[config.mk]
export PLATFORM = sky130hd
export DESIGN_NAME = scr1_tcm_loader
export DESIGN_NICKNAME = d
export VERILOG_FILES = /design/src/rtl/scr1_tcm_loader.sv
export SDC_FILE = /design/constraint.sdc
export NUM_CORES = 1
export LEC_CHECK = 0
export ABC_CLOCK_PERIOD_IN_PS = 7600
export BUFFER_PORTS_ARGS = -buffer_cell sky130_fd_sc_hd__buf_4
export CAP_MARGIN = 20
export CORE_ASPECT_RATIO = 1.5
export CORE_MARGIN = 2
export CORE_UTILIZATION = 40
export DETAILED_ROUTE_END_ITERATION = 8
export GPL_ROUTABILITY_DRIVEN = 0
export GPL_TIMING_DRIVEN = 0
export PLACE_DENSITY = 0.72
export SLEW_MARGIN = 20
export SYNTH_ARGS = -nofsm -noshare
export SYNTH_HDL_FRONTEND = slang
export SYNTH_SLANG_ARGS = --single-unit
[constraint.sdc]
create_clock -name clk -period 7.6 [get_ports clk]
set_input_delay 0.38 -clock clk [delete_from_list [all_inputs] [get_ports clk]]
set_output_delay 0.38 -clock clk [all_outputs]
set_load 0.03 [all_outputs]
[src/rtl/scr1_tcm_loader.sv]
`timescale 1ns/1ps
// scr1_tcm_loader: boot loader that writes a length-prefixed little-endian byte stream into TCM port B.
// Define SCR1_TCM_LOADER_VERIFY_EN to add a checksum readback pass before the core is released.
module scr1_tcm_loader #(
    parameter int SCR1_WIDTH  = 32,
    parameter int SCR1_SIZE   = 32'h00010000,
    parameter int SCR1_NBYTES = SCR1_WIDTH / 8,
    parameter int AW          = $clog2(SCR1_SIZE) - 2
) (
    input  logic                   clk,
    input  logic                   rst,
    input  logic                   in_valid,
    input  logic [7:0]             in_data,
    output logic                   in_ready,
    output logic                   mem_renb,
    output logic                   mem_wenb,
    output logic [SCR1_NBYTES-1:0] mem_webb,
    output logic [AW-1:0]          mem_addrb,
    output logic [SCR1_WIDTH-1:0]  mem_datab,
    input  logic [SCR1_WIDTH-1:0]  mem_qb,
    output logic                   core_rst_n,
    output logic                   busy,
    output logic                   done,
    output logic                   err,
    output logic [1:0]             err_code
);

    localparam logic [31:0] MAX_WORDS = 32'(SCR1_SIZE / 4);

    typedef enum logic [2:0] {
        ST_LEN,
        ST_DATA,
        ST_WLAST,
        ST_VRD,
        ST_VCMP,
        ST_DONE,
        ST_ERR
    } state_t;

    state_t                  state_reg;
    logic [1:0]              bcnt_reg;
    logic [31:0]             n_reg;
    logic [AW:0]             wcnt_reg;
    logic                    in_ready_reg;
    logic                    mem_wenb_reg;
    logic [SCR1_NBYTES-1:0]  mem_webb_reg;
    logic [AW-1:0]           mem_addrb_reg;
    logic [SCR1_WIDTH-1:0]   mem_datab_reg;
    logic                    core_rst_n_reg;
    logic                    busy_reg;
    logic                    done_reg;
    logic                    err_reg;
    logic [1:0]              err_code_reg;

    logic                    accept;
    logic [31:0]             word_full;

    assign accept = in_valid && in_ready_reg;

    // Lanes 0..2 of the word being assembled; lane 3 is taken straight from in_data.
    generate
        for (genvar gi = 0; gi < 3; gi++) begin : g_lane
            logic [7:0] lane_reg;
            always_ff @(posedge clk) begin
                if (!rst) begin
                    lane_reg <= '0;
                end else if (accept && (bcnt_reg == 2'(gi))) begin
                    lane_reg <= in_data;
                end
            end
        end
    endgenerate

    assign word_full = {in_data, g_lane[2].lane_reg, g_lane[1].lane_reg, g_lane[0].lane_reg};

`ifdef SCR1_TCM_LOADER_VERIFY_EN
    logic                    mem_renb_reg;
    logic                    rd_valid_reg;
    logic [AW:0]             rcnt_reg;
    logic [31:0]             s_sum_reg;
    logic [31:0]             r_sum_reg;
    logic [31:0]             r_final;

    // Running readback sum including the word currently on mem_qb.
    assign r_final  = r_sum_reg + mem_qb;
    assign mem_renb = mem_renb_reg;

    always_ff @(posedge clk) begin
        if (!rst) begin
            rd_valid_reg <= 1'b0;
            r_sum_reg    <= '0;
        end else begin
            rd_valid_reg <= mem_renb_reg;
            if (rd_valid_reg) begin
                r_sum_reg <= r_final;
            end
        end
    end
`else
    logic unused_qb;
    assign unused_qb = ^mem_qb;
    assign mem_renb  = 1'b0;
`endif

    always_ff @(posedge clk) begin
        if (!rst) begin
            state_reg      <= ST_LEN;
            bcnt_reg       <= '0;
            n_reg          <= '0;
            wcnt_reg       <= '0;
            in_ready_reg   <= 1'b0;
            mem_wenb_reg   <= 1'b0;
            mem_webb_reg   <= '0;
            mem_addrb_reg  <= '0;
            mem_datab_reg  <= '0;
            core_rst_n_reg <= 1'b0;
            busy_reg       <= 1'b0;
            done_reg       <= 1'b0;
            err_reg        <= 1'b0;
            err_code_reg   <= 2'd0;
`ifdef SCR1_TCM_LOADER_VERIFY_EN
            mem_renb_reg   <= 1'b0;
            rcnt_reg       <= '0;
            s_sum_reg      <= '0;
`endif
        end else begin
            mem_wenb_reg <= 1'b0;
            mem_webb_reg <= '0;
            case (state_reg)
                ST_LEN: begin
                    in_ready_reg <= 1'b1;
                    busy_reg     <= 1'b1;
                    if (accept) begin
                        bcnt_reg <= bcnt_reg + 2'd1;
                        if (bcnt_reg == 2'd3) begin
                            n_reg    <= word_full;
                            wcnt_reg <= '0;
                            if (word_full == 32'd0) begin
                                state_reg      <= ST_DONE;
                                in_ready_reg   <= 1'b0;
                                busy_reg       <= 1'b0;
                                done_reg       <= 1'b1;
                                core_rst_n_reg <= 1'b1;
                            end else if (word_full > MAX_WORDS) begin
                                state_reg    <= ST_ERR;
                                in_ready_reg <= 1'b0;
                                busy_reg     <= 1'b0;
                                err_reg      <= 1'b1;
                                err_code_reg <= 2'd1;
                            end else begin
                                state_reg <= ST_DATA;
                            end
                        end
                    end
                end
                ST_DATA: begin
                    if (accept) begin
                        bcnt_reg <= bcnt_reg + 2'd1;
                        if (bcnt_reg == 2'd3) begin
                            mem_wenb_reg  <= 1'b1;
                            mem_webb_reg  <= '1;
                            mem_addrb_reg <= wcnt_reg[AW-1:0];
                            mem_datab_reg <= word_full;
                            wcnt_reg      <= wcnt_reg + 1'b1;
`ifdef SCR1_TCM_LOADER_VERIFY_EN
                            s_sum_reg     <= s_sum_reg + word_full;
`endif
                            // Stop taking bytes as soon as the last word is in hand.
                            if (32'(wcnt_reg) + 32'd1 == n_reg) begin
                                in_ready_reg <= 1'b0;
                                state_reg    <= ST_WLAST;
                            end
                        end
                    end
                end
                ST_WLAST: begin
`ifdef SCR1_TCM_LOADER_VERIFY_EN
                    state_reg     <= ST_VRD;
                    mem_renb_reg  <= 1'b1;
                    mem_addrb_reg <= '0;
                    rcnt_reg      <= {{AW{1'b0}}, 1'b1};
`else
                    state_reg      <= ST_DONE;
                    busy_reg       <= 1'b0;
                    done_reg       <= 1'b1;
                    core_rst_n_reg <= 1'b1;
`endif
                end
`ifdef SCR1_TCM_LOADER_VERIFY_EN
                ST_VRD: begin
                    if (32'(rcnt_reg) < n_reg) begin
                        mem_addrb_reg <= rcnt_reg[AW-1:0];
                        rcnt_reg      <= rcnt_reg + 1'b1;
                    end else begin
                        mem_renb_reg <= 1'b0;
                        state_reg    <= ST_VCMP;
                    end
                end
                ST_VCMP: begin
                    busy_reg <= 1'b0;
                    if (r_final == s_sum_reg) begin
                        state_reg      <= ST_DONE;
                        done_reg       <= 1'b1;
                        core_rst_n_reg <= 1'b1;
                    end else begin
                        state_reg    <= ST_ERR;
                        err_reg      <= 1'b1;
                        err_code_reg <= 2'd2;
                    end
                end
`endif
                ST_DONE, ST_ERR: begin
                    in_ready_reg <= 1'b0;
                    busy_reg     <= 1'b0;
                end
                default: begin
                    state_reg <= ST_LEN;
                end
            endcase
        end
    end

    assign in_ready   = in_ready_reg;
    assign mem_wenb   = mem_wenb_reg;
    assign mem_webb   = mem_webb_reg;
    assign mem_addrb  = mem_addrb_reg;
    assign mem_datab  = mem_datab_reg;
    assign core_rst_n = core_rst_n_reg;
    assign busy       = busy_reg;
    assign done       = done_reg;
    assign err        = err_reg;
    assign err_code   = err_code_reg;

endmodule

==> results.py <==
metrics = {
    "synth": {
        "yosysMostFrequentCell": "nand2_1",
        "netlist_top_cells_count": "nand2_1 (174), dfxtp_1 (127), a21boi_0 (83)",
        "syn_avg_cell_area_sq_um": 8.500,
        "synth_area_leader_cell": "dfxtp_1",
        "synth_area_sq_mm": 0.005797,
        "netlist.area_leader.share": 0.4386,
        "synthArstFlopShare": 0,
        "synth_edf_count": 0,
        "ys_seq_area_frac": 0.4386,
        "yosys-top-cells-area": "dfxtp_1 (44%), nand2_1 (11%), a21boi_0 (11%)",
        "ys_types": 50,
        "ys_ff_latch": 127,
        "syn_inst": 682,
        "yosys_warnings": 0,
        "synth-main-ff-cell": "dfxtp_1",
    },
    "setup_path": {
        "crit_slowest_cell": "dfxtp_1",
        "critPathCapture": "in_ready",
        "r2r_slack_ns": 4.43,
        "worst_r2r_endpoint": "in_ready",
        "cp_cell_sequence": "ha_1 > nand3_1 > clkbuf_1 > nor4_1 > xnor2_1 > nand4_1 > nor4_4 > nand3_1 > o211a_1",
        "critPathMaxFanout": 10,
        "slowest_delay_ns": 0.55,
        "critPathLaunchType": "flop",
        "critPathArrivalTime_ns": 3.48,
        "ff2ff_path_depth": 9,
        "crit_top_cell": "nand3_1",
        "required_ns": 7.91,
        "timing_worst_setup_path_type": "flop to flop",
        "critPathLaunch": "wcnt_reg[0]",
        "worst_setup_path_end_kind": "flop",
        "reg2reg_from": "wcnt_reg[0]",
    },
    "routing": {
        "routedWlPerCell_um": 15.73,
        "num_vias": 4928,
        "final_antenna_net_count": 0,
        "dr.pass1.iters": 5,
        "routed_via_density": 5.075,
        "drc": 0,
        "dr.first_iter.drc_count": 221,
        "finalWirelength_um": 15270,
    },
    "finish": {
        "fin_util": 0.5067,
        "antenna_cells": 0,
        "nets": 815,
        "fillers": 1314,
        "area_delta_synth_final_pct": 23.46,
        "layout-drive-gt1-share": 0.1592,
    },
    "power": {
        "ir_worst_vdd_mv": 0.1525,
        "power.total_uw": 1605,
        "leakage_uw": 0.002757,
        "powerDensity_mw_per_mm2": 224.2,
    },
    "timing": {
        "grt_setup_unrepaired": "false",
        "relSlewSlack": 0.3321,
        "min_period_ns": 3.168,
        "worstMarginPinSlew_ns": 0.9927,
        "fin_worst_skew_ns": 0.007606,
        "finalCritPeriodShare": 0.4168,
        "hold_violations": 0,
        "fmax_ghz": 0.3157,
        "maxSlewViolCount": 0,
        "tns_ns": 0,
        "setup_viol": 0,
    },
    "grt": {
        "grt_pass1_wl_um": 23820,
        "overflow": 0,
        "grt_max_degree": 17,
        "grt_antenna_before_repair": 0,
        "grt_pass1_vias": 4644,
        "grt.total_usage": 0.2017,
    },
    "cts": {
        "root_buffer": "clkbuf_16",
        "cts_tree": "built",
        "h-tree-depth": 4,
        "post_cts_buffers": 0,
        "clkTransAtPathRegs_ns": 0.06,
        "clock_path_buffers": 2,
        "cts_hold_buf": 0,
        "clock_sinks": 127,
        "ctsResizeCount": 0,
        "clk_latency_ns": 0.42,
        "cts_buffers": 17,
    },
    "placement": {
        "io_buffers": 65,
        "dp_hpwl_um": 10960,
    },
    "floorplan": {
        "die_w_um": 102.3,
        "io_pins": 102,
        "num_rows": 53,
        "start_util": 0.4104,
        "die_h_um": 151.4,
        "die_area_sq_mm": 0.01549,
        "core_area_sq_mm": 0.01412,
    },
    "outcome": {
        "status": "finished, final reports clean",
    },
    "job": {
        "maxCapViolCount": 0,
    },
    "min_path": {
        "min_path_type": "input pin to flop",
    },
}
-- kinds of logic after synthesis --
family / Yosys count / share of synthesized area
buffers and inverters: 67 / 0.05936
AO/OA/AOI/OAI: 137 / 0.1694
XOR/XNOR: 22 / 0.03324
adder cells (fa/ha/maj): 5 / 0.01079
flip-flops: 127 / 0.4386
multiplexers: 27 / 0.04662
other: 1 / 0.0006469
AND/OR/NAND/NOR: 296 / 0.2413
-- worst max-delay path: cells and delay by family (launching register included) --
| family | cells | cell delay, ns |
|---|---|---|
| buffers and inverters | 1 | 0.30 |
| and+or+nand+nor | 5 | 1.46 |
| AOI/OAI and AO/OA | 1 | 0.21 |
| xor gates and xnor gates | 1 | 0.20 |
| adders and majority gates | 1 | 0.34 |
| DFF | 1 | 0.55 |
-- through the flow --
stage	instances	hold WS (ns)	instance area [sq um]	setup slack, ns
2_1_floorplan	683	0.4431	5801	5.171
3_3_place_gp	940	0.4514	6529	4.531
3_5_place_dp	940	0.4587	6529	4.488
4_1_cts	971	0.2652	7157	4.487
5_1_grt	971	0.2734	7157	4.219
6_report	971	0.2773	7157	4.432
-- placed cells by master, fill, tap and decap left out, types with 5 or more instances in the layout --
cell type / synthesis / layout
a21boi_0: 83 / 83
a21oi_1: 14 / 14
a2bb2oi_1: 5 / 5
buf_4: 12 / 77
buf_6: 6 / 6
clkbuf_1: 39 / 40
clkbuf_16: 0 / 17
dfxtp_1: 127 / 127
ha_1: 5 / 5
inv_1: 7 / 7
mux2i_1: 27 / 27
nand2_1: 174 / 174
nand3_1: 15 / 15
nand4_1: 8 / 8
nor2_1: 10 / 10
nor2b_1: 39 / 39
nor3_1: 13 / 13
nor4_1: 15 / 15
o21ai_0: 11 / 11
xnor2_1: 12 / 12
xor2_1: 10 / 10
-- worst min path at each step --
stage | start | to | depth (start not counted)
6_report | in_data[3] | mem_datab[27] | 3
5_1_grt | in_data[6] | mem_datab[30] | 3
4_1_cts | in_data[3] | mem_datab[27] | 3
3_5_place_dp | n_reg[30] | n_reg[30] | 2
3_3_place_gp | n_reg[30] | n_reg[30] | 2
2_1_floorplan | n_reg[21] | n_reg[21] | 2
-- per-layer routing --
metal	part of all wire	vias to the layer above	routed length (um)	GRT usage
li1	-	2481	-	-
met2	0.52	163	7983	0.3622
met1	0.40	2246	6105	0.2251
met5	0	-	0	0
met4	0.033	0	502	0.09067
met3	0.045	38	681	0.04246
-- cell type report --
type	instances	area [sq um]	area share
flip-flops and latches	127	2542	0.3552
clock buffers	19	442.9	0.06189
inverters	7	26.28	0.003671
plain buffers	60	317.8	0.04441
well taps	192	240.2	0.03357
clock inverters	12	185.2	0.02587
multi-input cells	489	2914	0.4072
repair buffers	65	488.0	0.06818
-- report_power, final --
part | internal (uW) | total, uW | switching, uW
clock network | 559 | 870 | 311
logic | 24.8 | 57.8 | 33.0
registers | 671 | 677 | 5.81
total | 1250 | 1600 | 350
No activity file was read; power rests on OpenSTA's default activity.
